[config.mk]
export PLATFORM = sky130hd
export DESIGN_NAME = axi4_lite_arbiter
export DESIGN_NICKNAME = d
export VERILOG_FILES = /design/src/rtl/axi4_lite_arbiter.sv
export SDC_FILE = /design/constraint.sdc
export NUM_CORES = 1
export LEC_CHECK = 0
export ABC_AREA = 0
export CORE_UTILIZATION = 38
export DETAILED_ROUTE_END_ITERATION = 7
export PLACE_DENSITY_LB_ADDON = 0.25
export REMOVE_ABC_BUFFERS = 1
export SYNTH_ARGS = -nofsm -noshare
export SYNTH_HDL_FRONTEND = slang
export SYNTH_SLANG_ARGS = --single-unit
export TNS_END_PERCENT = 20
[constraint.sdc]
create_clock -name ACLK -period 3.6 [get_ports ACLK]
set_clock_uncertainty 0.05 [all_clocks]
set_input_delay 0.54 -clock ACLK [delete_from_list [all_inputs] [get_ports ACLK]]
set_output_delay 0.54 -clock ACLK [all_outputs]
set_load 0.05 [all_outputs]
[src/rtl/axi4_lite_arbiter.sv]
// Two-requester arbiter in front of a single master command port (IDLE/ISSUE/WAIT/DONE).
// Define ARB_FIXED_PRIO_EN for fixed priority (requester 0 first); default is round-robin.
module axi4_lite_arbiter #(
  parameter int ADDR_W = 4,
  parameter int DATA_W = 32
) (
  input  logic              ACLK,
  input  logic              ARESET,
  input  logic              m0_valid,
  input  logic [ADDR_W-1:0] m0_addr,
  input  logic              m0_write,
  input  logic [DATA_W-1:0] m0_wdata,
  input  logic              m1_valid,
  input  logic [ADDR_W-1:0] m1_addr,
  input  logic              m1_write,
  input  logic [DATA_W-1:0] m1_wdata,
  output logic              m0_ack,
  output logic              m0_done,
  output logic [DATA_W-1:0] m0_rdata,
  output logic              m1_ack,
  output logic              m1_done,
  output logic [DATA_W-1:0] m1_rdata,
  output logic [ADDR_W-1:0] addr,
  output logic              write,
  output logic [DATA_W-1:0] wdata,
  output logic              transfer,
  input  logic              ready,
  input  logic [DATA_W-1:0] rdata
);

  typedef enum logic [1:0] {IDLE, ISSUE, WAIT, DONE} state_t;

  state_t              state_q, state_d;
  logic [ADDR_W-1:0]   addr_q, addr_d;
  logic                write_q, write_d;
  logic [DATA_W-1:0]   wdata_q, wdata_d;
  logic                transfer_q, transfer_d;
  logic [1:0]          ack_q, ack_d;
  logic [1:0]          done_q, done_d;
  logic                win_q, win_d;
  logic [DATA_W-1:0]   rdata0_q, rdata0_d;
  logic [DATA_W-1:0]   rdata1_q, rdata1_d;
  logic                any_valid;
  logic                grant_idx;
`ifndef ARB_FIXED_PRIO_EN
  logic                last_q, last_d;
`endif

  assign any_valid = m0_valid | m1_valid;

  // Winner among the currently valid requesters; only consulted in IDLE.
  always_comb begin
`ifdef ARB_FIXED_PRIO_EN
    grant_idx = ~m0_valid;
`else
    if (m0_valid && m1_valid) grant_idx = ~last_q;
    else                      grant_idx = ~m0_valid;
`endif
  end

  always_comb begin
    // NOTE: every signal gets a default first so no path leaves it unassigned (no latches).
    state_d    = state_q;
    addr_d     = addr_q;
    write_d    = write_q;
    wdata_d    = wdata_q;
    win_d      = win_q;
    rdata0_d   = rdata0_q;
    rdata1_d   = rdata1_q;
    transfer_d = 1'b0;
    ack_d      = 2'b00;
    done_d     = 2'b00;
`ifndef ARB_FIXED_PRIO_EN
    last_d     = last_q;
`endif
    case (state_q)
      IDLE: begin
        if (any_valid) begin
          state_d    = ISSUE;
          win_d      = grant_idx;
          addr_d     = grant_idx ? m1_addr  : m0_addr;
          write_d    = grant_idx ? m1_write : m0_write;
          wdata_d    = grant_idx ? m1_wdata : m0_wdata;
          transfer_d = 1'b1;
          ack_d      = grant_idx ? 2'b10 : 2'b01;
`ifndef ARB_FIXED_PRIO_EN
          last_d     = grant_idx;
`endif
        end
      end
      ISSUE: state_d = WAIT;
      WAIT: begin
        if (ready) begin
          state_d = DONE;
          done_d  = win_q ? 2'b10 : 2'b01;
          // Writes report zero so a stale read value never leaks into a write completion.
          if (win_q) rdata1_d = write_q ? '0 : rdata;
          else       rdata0_d = write_q ? '0 : rdata;
        end
      end
      DONE:    state_d = IDLE;
      default: state_d = IDLE;
    endcase
  end

  always_ff @(posedge ACLK or posedge ARESET) begin
    if (ARESET) begin
      state_q    <= IDLE;
      addr_q     <= '0;
      write_q    <= 1'b0;
      wdata_q    <= '0;
      transfer_q <= 1'b0;
      ack_q      <= 2'b00;
      done_q     <= 2'b00;
      win_q      <= 1'b0;
      rdata0_q   <= '0;
      rdata1_q   <= '0;
`ifndef ARB_FIXED_PRIO_EN
      last_q     <= 1'b1;
`endif
    end else begin
      // NOTE: non-blocking assignments so every flop samples the pre-edge values.
      state_q    <= state_d;
      addr_q     <= addr_d;
      write_q    <= write_d;
      wdata_q    <= wdata_d;
      transfer_q <= transfer_d;
      ack_q      <= ack_d;
      done_q     <= done_d;
      win_q      <= win_d;
      rdata0_q   <= rdata0_d;
      rdata1_q   <= rdata1_d;
`ifndef ARB_FIXED_PRIO_EN
      last_q     <= last_d;
`endif
    end
  end

  assign addr     = addr_q;
  assign write    = write_q;
  assign wdata    = wdata_q;
  assign transfer = transfer_q;
  assign m0_ack   = ack_q[0];
  assign m1_ack   = ack_q[1];
  assign m0_done  = done_q[0];
  assign m1_done  = done_q[1];
  assign m0_rdata = rdata0_q;
  assign m1_rdata = rdata1_q;

endmodule

==> flow_metrics.tcl, run 1 <==
set metrics [dict create \
    r2r_cells 6 \
    areaGrowthSynthToFinish_pct 53.0 \
    grt_pass1_wl_um 20500 \
    clockRootBuffer "clkbuf_16" \
    netlist_area_um2 4730 \
    crit_type "register to register" \
    worst_slew_pin_slew_ns 0.984 \
    dieHeight_um 114 \
    final_util_pct 60.0 \
    numCtsBuffers 9 \
    antenna_found_initial 0 \
    wire_per_inst_um 14.9 \
    slew_headroom_pct 34.2 \
    cts_hold_buffers 0 \
    critical_path.cell_chain "inv_1 -> ha_1 -> nand3b_1 -> buf_4 -> nand2_1 -> o21ai_0" \
    yosysMostFrequentCell "dfrtp_1" \
    period_minus_slack_ns 2.31 \
    synthCells 484 \
    drive_above_1_share_pct 5.99 \
    hold_viol 0 \
    p_int_mw 3.80 \
    setup_viol 0 \
    pin_count 217 \
    holdCritStartpoint "m1_rdata[31]$_DFFE_PP0P_" \
    postRouteAntennaNets 0 \
    worst_setup_path_start_kind "register" \
    p_sw_mw 3.82 \
    portBuffers 216 \
    ys.flop_type "dfrtp_1" \
    async_flop_share_pct 100 \
    cpMaxStageDelayCell "nand3b_1" \
    holdPathStages 2 \
    clockBufferDepth 2 \
    grt.overflow.total 0 \
    fillerInstances 1063 \
    diodes 0 \
    fp.dieW_um 114 \
    cap_viol_max_count 0 \
    ys_seq_area_share_pct 58.2 \
    cp.arrival_ns 2.46 \
    period_share_pct 64.2 \
    status "completed" \
    row_count 40 \
    yosys-top-cells-area "dfrtp_1 58%, o21ai_0 7.4%, nand2_1 5.1%, nand2b_1 4.4%, nand3_1 4.0%" \
    dr.pass1.iters 4 \
    syn-mean-instance-area_um2 9.77 \
    synth-edff-count 0 \
    cts-resized-gates 0 \
    cts.sinks 110 \
    cts_tree "done" \
    grt_max_degree 66 \
    timing.rr.end "m0_rdata[8]$_DFFE_PP0P_" \
    synthTopCellsByCount "109 x dfrtp_1, 70 x o21ai_0, 64 x nand2_1" \
    worstHoldEndpoint "m1_rdata[31]$_DFFE_PP0P_" \
    drt-vias-per-instance 4.88 \
    yosysWarnings 0 \
    gp_congestion 0.761 \
    worstPathRequired_ns 3.75 \
    pwr-share-clk_pct 12.5 \
    clk_latency_ns 0.34 \
    initial_core_util_pct 39.2 \
    r2r_start "state_q[0]$_DFFE_PP0P_" \
    min_path_type "register to register" \
    tns_ns 0 \
    ir_drop_uv 537 \
    slew_viol_final 0 \
    crit_fanout 34 \
    seqPwrFrac_pct 28.3 \
    htreeDepth 3 \
    max_freq_mhz 433 \
    path_clk_slew_ns 0.07 \
    grt_pass1_vias 4030 \
    yosysUniqueCellTypes 26 \
    synth_area_leader_cell "dfrtp_1" \
    place_hpwl_um 8870 \
    p_per_area_nw_per_um2 1050 \
    postCtsSetupRepairBufs 0 \
    cpPeakStageDelay_ns 0.69 \
    rrSetupSlack_ns 1.29 \
    nNetsFinal 793 \
    power_leakage_nw 2.96 \
    cp-end-kind "register" \
    drt-initial-drc-count 257 \
    vias 4154 \
    wl_um 12700 \
    p_comb_share_pct 59.2 \
    track_usage_pct 20.2 \
    grt_setup_unrepaired "false" \
    drc 0 \
    die-area_um2 12900 \
    ys_ff_latch 110 \
    swShare_pct 50.2 \
    core_um2 12100 \
    yosysTopAreaCellShare_pct 57.7 \
]
registers in the layout, summed over array words and instances (netlist names):
register / flops
last_q: 1
state_q: 2
addr: 4
wdata: 32
m0_rdata: 32
ack_q: 2
win_q: 1
transfer: 1
m1_rdata: 32
write: 1
done_q: 2
logic make-up (layout without fill, tap and decap cells):
logic type                 Yosys count  after routing  share of synthesized area [%]
AOI/OAI and AO/OA                  144            144                           17.8
and+or+nand+nor                    178            178                           17.1
buffers and inverters               48            248                           5.85
muxes                                1              1                          0.238
adders and majority gates            3              3                          0.794
DFF                                110            110                           58.2
cell usage in the layout (no fill, tap or decap), drive strengths merged:
cell           count
a21boi             1
a21oi              2
a31oi             38
and3               1
buf                9
clkbuf             9
clkdlybuf4s50    216
clkinv             3
clkinvlp           2
dfrtp            109
dfstp              1
ha                 3
inv                9
mux2               1
nand2             64
nand2b            33
nand3             38
nand3b             1
nor2              39
nor2b              1
nor3b              1
o21a               1
o21ai            101
o32a               1
power groups by stage:
stage | sequential (mW) | combinational (mW) | clock (mW)
floorplan | 4.14 | 0.928 | 0
global placement | 2.16 | 4.48 | 0
detailed placement | 2.19 | 4.53 | 0
CTS | 2.17 | 4.55 | 0.968
global route | 2.24 | 4.78 | 1.02
finish | 2.16 | 4.51 | 0.951
critical path, delay by kind of cell, from the launching register on:
family,cells,cell delay [ns]
adders and majority gates,1,0.24
and+or+nand+nor,2,0.78
AOI/OAI and AO/OA,1,0.09
buffers and inverters,2,0.62
DFF,1,0.38
metrics by stage:
stage / instance area (um2) / worst slack, ns / std cells / hold WS, ns / total power, mW
floorplan: 4480 / 0.109 / 443 / 0.420 / 5.06
global placement: 6960 / 1.01 / 836 / 0.412 / 6.64
detailed placement: 6960 / 0.893 / 836 / 0.419 / 6.72
CTS: 7240 / 1.21 / 852 / 0.436 / 7.68
global route: 7240 / 0.989 / 852 / 0.461 / 8.04
finish: 7240 / 1.29 / 852 / 0.429 / 7.62
metal layers:
metal / GRT usage, % / vias up / routed length (um)
li1: - / 2045 / -
met1: 26.3 / 1920 / 5610
met2: 31.5 / 170 / 5600
met3: 6.54 / 19 / 1230
met4: 7.28 / 0 / 235
met5: 0 / - / 0
area by class of cell:
type	instances	area (um2)	area share [%]
Sequential cell	110	2750	38.0
Timing Repair Buffer	225	2250	31.1
Multi-Input combinational cell	326	1710	23.6
Clock buffer	9	225	3.11
Tap cell	168	210	2.90
Clock inverter	7	57.6	0.795
Inverter	7	28.8	0.398
worst max-delay path by stage:
| stage | start | endpoint | cells past startpoint |
|---|---|---|---|
| after floorplan | ARESET | ack_q[0]$_DFF_PP0_ | 1 |
| after global placement | ready | m0_rdata[0]$_DFFE_PP0P_ | 5 |
| after detailed placement | ready | m0_rdata[8]$_DFFE_PP0P_ | 4 |
| after CTS | state_q[0]$_DFFE_PP0P_ | m0_rdata[8]$_DFFE_PP0P_ | 5 |
| after global routing | state_q[0]$_DFFE_PP0P_ | m0_rdata[0]$_DFFE_PP0P_ | 5 |
| final | state_q[0]$_DFFE_PP0P_ | m0_rdata[8]$_DFFE_PP0P_ | 6 |
Power figures use the tool's default switching activity.
==> run 2, diff against run 1 <==
CORE_UTILIZATION = 42   (was 38)
clock period = 2.33 ns   (was 3.6 ns; I/O delays follow)
==> run 2 against run 1 <==
  * Register-to-register slack got worse by 0.57 ns
  * Die area fell by 9.4%
  * Worst setup slack got worse by 0.95 ns
  * Design area fell by 0.73%
  * Utilization rose by 6.0 points
  * Critical endpoint is now wdata[10]
  * Global-route usage rose by 3.1 points
  * Wire length rose by 4.2%
  * Critical path type is now register to output pin
==> flow_metrics.tcl, run 2 (synthesis gave the netlist of run 1 again) <==
set metrics [dict create \
    setup_viol 0 \
    grt_max_degree 66 \
    drt-vias-per-instance 5.20 \
    most-common-layout-cells "215 x clkdlybuf4s50_1, 109 x dfrtp_1, 70 x o21ai_0" \
    dp_cells 814 \
    critical_path.cell_chain "clkdlybuf4s50_1" \
    antenna_found_initial 0 \
    drc 0 \
    cpMaxStageDelayCell "clkdlybuf4s50_1" \
    period_share_pct 85.5 \
    cpPeakStageDelay_ns 0.83 \
    slew_viol_final 0 \
    dp_slack_ns 0.488 \
    diodes 0 \
    postRouteAntennaNets 0 \
    fillerInstances 874 \
    nNetsFinal 799 \
    clockBufferDepth 2 \
    dr.pass1.iters 4 \
    grt_pass1_vias 4439 \
    power_leakage_nw 2.97 \
    final_common_cell "clkdlybuf4s50_1" \
    cap_viol_max_count 0 \
    p_per_area_nw_per_um2 1600 \
    cts_hold_buffers 0 \
    worst_slew_pin_slew_ns 0.636 \
    postCtsSetupRepairBufs 0 \
    status "completed" \
    initial_core_util_pct 43.4 \
    gp_congestion 0.811 \
    crit_type "register to output pin" \
    regArea_um2 2750 \
    min_path_type "input pin to asynchronous set/reset pin" \
    worstPathRequired_ns 1.93 \
    wl_um 13200 \
    portBuffers 216 \
    drive_above_1_share_pct 6.96 \
    die-area_um2 11700 \
    max_freq_mhz 502 \
    crit_fanout 2 \
    cp-end-kind "output pin" \
    row_count 38 \
    numCtsBuffers 9 \
    path_clk_slew_ns 0.10 \
    clockRootBuffer "clkbuf_8" \
    instances_no_fill 830 \
    core_um2 10900 \
    crit_family "buffers and inverters" \
    wire_per_inst_um 15.9 \
    slew_headroom_pct 57.6 \
    drt-initial-drc-count 248 \
    timing.hold.ws_ns 0.294 \
    place_hpwl_um 9460 \
    track_usage_pct 23.3 \
    tns_ns 0 \
    ir_drop_uv 997 \
    areaGrowthSynthToFinish_pct 51.9 \
    fin_ws_ns 0.338 \
    grt_setup_unrepaired "false" \
    multi_input_area_um2 1710 \
    vias 4318 \
    period_minus_slack_ns 1.99 \
    clk_latency_ns 0.35 \
    fp.dieW_um 108 \
    cts_tree "done" \
    dieHeight_um 108 \
    hold_viol 0 \
    cts-resized-gates 0 \
    grt_pass1_wl_um 21100 \
    worst_setup_path_start_kind "register" \
    htreeDepth 3 \
    pin_count 217 \
    grt.overflow.total 0 \
    path_buf_inv 1 \
    cts.sinks 110 \
    cp.arrival_ns 1.59 \
]
[run 2: cell count changes in the layout (fill, tap and decap cells not counted)]
cell             before  now
clkinv_2              1    2
clkdlybuf4s50_1     216  215
buf_4                 7   11
inv_6                 1    0
buf_12                2    5
clkbuf_8              0   11
clkinv_4              2    1
inv_8                 1    0
clkbuf_16             9    0
[run 2: path summary, 6_finish.rpt]
| check | start | endpoint | slack (ns) | cells past startpoint |
|---|---|---|---|---|
| min | ARESET | m1_rdata[10]$_DFFE_PP0P_ | 0.29 | 2 |
| max reg2reg | state_q[0]$_DFFE_PP0P_ | state_q[1]$_DFFE_PP0P_ | 0.72 | 5 |
| min in group ACLK | m0_rdata[23]$_DFFE_PP0P_ | m0_rdata[23]$_DFFE_PP0P_ | 0.43 | 2 |
| max | wdata[10]$_DFFE_PP0P_ | wdata[10] | 0.34 | 1 |
| min reg2reg | m0_rdata[23]$_DFFE_PP0P_ | m0_rdata[23]$_DFFE_PP0P_ | 0.43 | 2 |
| max in group asynchronous | ARESET | wdata[18]$_DFFE_PP0P_ | 1.27 | 3 |
[run 2: power by group]
group	switching, mW	internal [mW]
clock	0.635	0.447
sequential	0.554	2.82
combinational	4.67	2.35
[run 2: layout make-up]
type / count / area share [%]
Clock inverter: 5 / 0.470
Clock buffer: 11 / 2.11
Timing Repair Buffer: 231 / 32.5
Tap cell: 140 / 2.44
Inverter: 7 / 0.400
Multi-Input combinational cell: 326 / 23.8
Sequential cell: 110 / 38.3
[run 2: through the flow]
step / util (%) / power [mW] / cell area, um2
after floorplan: - / 7.82 / 4480
after global placement: 64.3 / 10.3 / 7000
after detailed placement: 64.3 / 10.5 / 7000
after CTS: 66.0 / 11.6 / 7190
after global routing: 66.0 / 12.1 / 7190
final: 66.0 / 11.5 / 7190
[run 2: routing by layer]
layer / GRT usage, % / vias up / part of all wire [%]
li1: - / 2050 / -
met1: 27.0 / 2053 / 40
met2: 40.3 / 188 / 49
met3: 7.17 / 27 / 8.6
met4: 8.51 / 0 / 2.4
met5: 0 / - / 0
==> run 3, diff against run 2 <==
ABC_AREA = 1   (was 0)
CORE_UTILIZATION = 43   (was 42)
==> run 3 against run 2 <==
  * Fmax rose by 2.0%
  * Count of clock-buffer cells in the layout fell by 2
  * Wire length rose by 3.2%
  * Sequential share of layout area fell by 2.1 points
  * Critical path depth did not move
  * Register-to-register slack got worse by 0.15 ns
  * Power rose by 6.6%
  * Largest power group unchanged
==> flow_metrics.tcl, run 3 <==
set metrics [dict create \
    status "completed" \
    grt.overflow.total 0 \
    r2r_cells 7 \
    track_usage_pct 22.9 \
    syn-mean-instance-area_um2 7.80 \
    dp_cells 979 \
    synth_compound_area_share_pct 4.95 \
    crit_end "wdata[21]" \
    final_cell_area_um2 7610 \
    wl_um 13600 \
    cts-resized-gates 0 \
    synthAdderAreaFrac_pct 0.742 \
    synthMuxAreaShare_pct 0 \
    fillerInstances 909 \
    dieHeight_um 110 \
    cts_tree "done" \
    pin_count 217 \
    min_path_type "register to register" \
    diodes 0 \
    htreeDepth 3 \
    max_freq_mhz 512 \
    drc 0 \
    slew_viol_final 0 \
    ys.flop_type "dfrtp_1" \
    critical_path.cell_chain "clkdlybuf4s50_1" \
    wire_per_inst_um 13.7 \
    gp_congestion 0.813 \
    crit_type "register to output pin" \
    clockRootBuffer "clkbuf_16" \
    worst_setup_path_start_kind "register" \
    crit_fanout 2 \
    grt_max_degree 111 \
    path_clk_slew_ns 0.07 \
    dr.pass1.iters 5 \
    slew_headroom_pct 55.9 \
    cts.sinks 110 \
    cp.arrival_ns 1.55 \
    period_minus_slack_ns 1.95 \
    cp-end-kind "output pin" \
    place_hpwl_um 9620 \
    initial_core_util_pct 44.3 \
    synth_xor_area_share_pct 0 \
    final_common_cell "nand2_1" \
    ys_ff_latch 110 \
    multi_input_area_um2 1710 \
    grt_setup_unrepaired "false" \
    synthSimpleGateAreaFrac_pct 28.2 \
    synthCells 648 \
    netlist_area_um2 5060 \
    clk_latency_ns 0.34 \
    r2r_start "state_q[0]$_DFFE_PP0P_" \
    crit_family "buffers and inverters" \
    yosysWarnings 0 \
    timing.hold.ws_ns 0.434 \
    rrSetupSlack_ns 0.57 \
    cp_num_cells 1 \
    cap_viol_max_count 0 \
    ir_drop_uv 1130 \
    yosysMostFrequentCell "nand2_1" \
    startpoint "wdata[21]$_DFFE_PP0P_" \
    regArea_um2 2750 \
    grt_pass1_vias 4689 \
    hold_viol 0 \
    placed_cell_area_um2 7300 \
    clockBufferDepth 2 \
    instances_no_fill 995 \
    power_leakage_nw 3.91 \
    numCtsBuffers 9 \
    async_flop_share_pct 100 \
    grt_pass1_wl_um 22600 \
    fp.dieW_um 110 \
    synth_area_leader_cell "dfrtp_1" \
    setup_viol 0 \
    drt-vias-per-instance 4.88 \
    synth_top_family_by_area "simple AND/OR/NAND/NOR gates" \
    core_um2 11400 \
    row_count 39 \
    cpMaxStageDelayCell "clkdlybuf4s50_1" \
    worstPathRequired_ns 1.93 \
    path_buf_inv 1 \
    portBuffers 216 \
    areaGrowthSynthToFinish_pct 50.4 \
    cts_hold_buffers 0 \
    timing.rr.end "m0_rdata[5]$_DFFE_PP0P_" \
    worst_slew_pin_slew_ns 0.662 \
    drive_above_1_share_pct 4.23 \
    yosysUniqueCellTypes 19 \
    nNetsFinal 961 \
    drt-initial-drc-count 321 \
    cpPeakStageDelay_ns 0.85 \
    yosysTopAreaCellShare_pct 53.9 \
    yosys-top-cells-area "dfrtp_1 54%, nand2_1 17%, nand3_1 7.4%, inv_1 7.2%, o21ai_0 2.9%" \
    synthTopCellsByCount "234 x nand2_1, 109 x dfrtp_1, 97 x inv_1" \
    ys_seq_area_share_pct 54.5 \
    period_share_pct 83.8 \
    die-area_um2 12200 \
    postCtsSetupRepairBufs 0 \
    most-common-layout-cells "234 x nand2_1, 215 x clkdlybuf4s50_1, 109 x dfrtp_1" \
    antenna_found_initial 0 \
    p_per_area_nw_per_um2 1610 \
    synth-edff-count 0 \
    postRouteAntennaNets 0 \
    vias 4855 \
]
run 3: cell types whose count changed after synthesis, sizes merged, moves of 2 or more:
cell,change
nand2b,-33
clkbuf,-10
a31oi,-38
nand2,+171
a21oi,+14
o21ai,-67
nand3,+38
buf,+6
inv,+93
nor2,-2
run 3: worst min-delay path by stage:
stage	start	end	slack, ns	cells past startpoint
2_1_floorplan	state_q[0]$_DFFE_PP0P_	state_q[0]$_DFFE_PP0P_	0.40	2
3_3_place_gp	m1_rdata[28]$_DFFE_PP0P_	m1_rdata[28]$_DFFE_PP0P_	0.41	2
3_5_place_dp	m1_rdata[22]$_DFFE_PP0P_	m1_rdata[22]$_DFFE_PP0P_	0.42	2
4_1_cts	m1_rdata[22]$_DFFE_PP0P_	m1_rdata[22]$_DFFE_PP0P_	0.44	2
5_1_grt	addr[3]$_DFFE_PP0P_	addr[3]$_DFFE_PP0P_	0.46	2
6_report	m1_rdata[22]$_DFFE_PP0P_	m1_rdata[22]$_DFFE_PP0P_	0.43	2
run 3: routing by layer:
layer	part of all wire, %	wire length [um]	global-route usage (%)
met5	0	0	0
met2	47	6440	37.6
met1	42	5680	29.5
met4	2.4	333	10.0
met3	8.6	1170	4.67
run 3: final cells by class:
cell class                      count  area share [%]
Sequential cell                   110            36.2
Clock buffer                        9            2.96
Clock inverter                      7            1.04
Tap cell                          143            2.35
Timing Repair Buffer              225            29.9
Multi-Input combinational cell    401            22.5
Inverter                          100            4.97
run 3: report_power, final:
group / internal (mW) / switching, mW
Clock: 0.851 / 0.709
Combinational: 2.30 / 4.92
Sequential: 2.85 / 0.610
Total: 6.01 / 6.24
run 3: cell families after synthesis:
| family | count (synthesis) |
|---|---|
| simple gates | 348 |
| buf+inv | 137 |
| flops | 110 |
| compound gates | 50 |
| fa+ha+maj | 3 |
run 3: per-stage QoR:
step / worst slack (ns) / util (%) / setup TNS, ns / power, mW
after floorplan: -0.970 / - / -106.07 / 7.99
after global placement: 0.350 / 63.9 / 0 / 10.6
after detailed placement: 0.282 / 63.9 / 0 / 10.7
after CTS: 0.355 / 66.6 / 0 / 12.3
after global routing: 0.333 / 66.6 / 0 / 12.9
final: 0.378 / 66.6 / 0 / 12.2
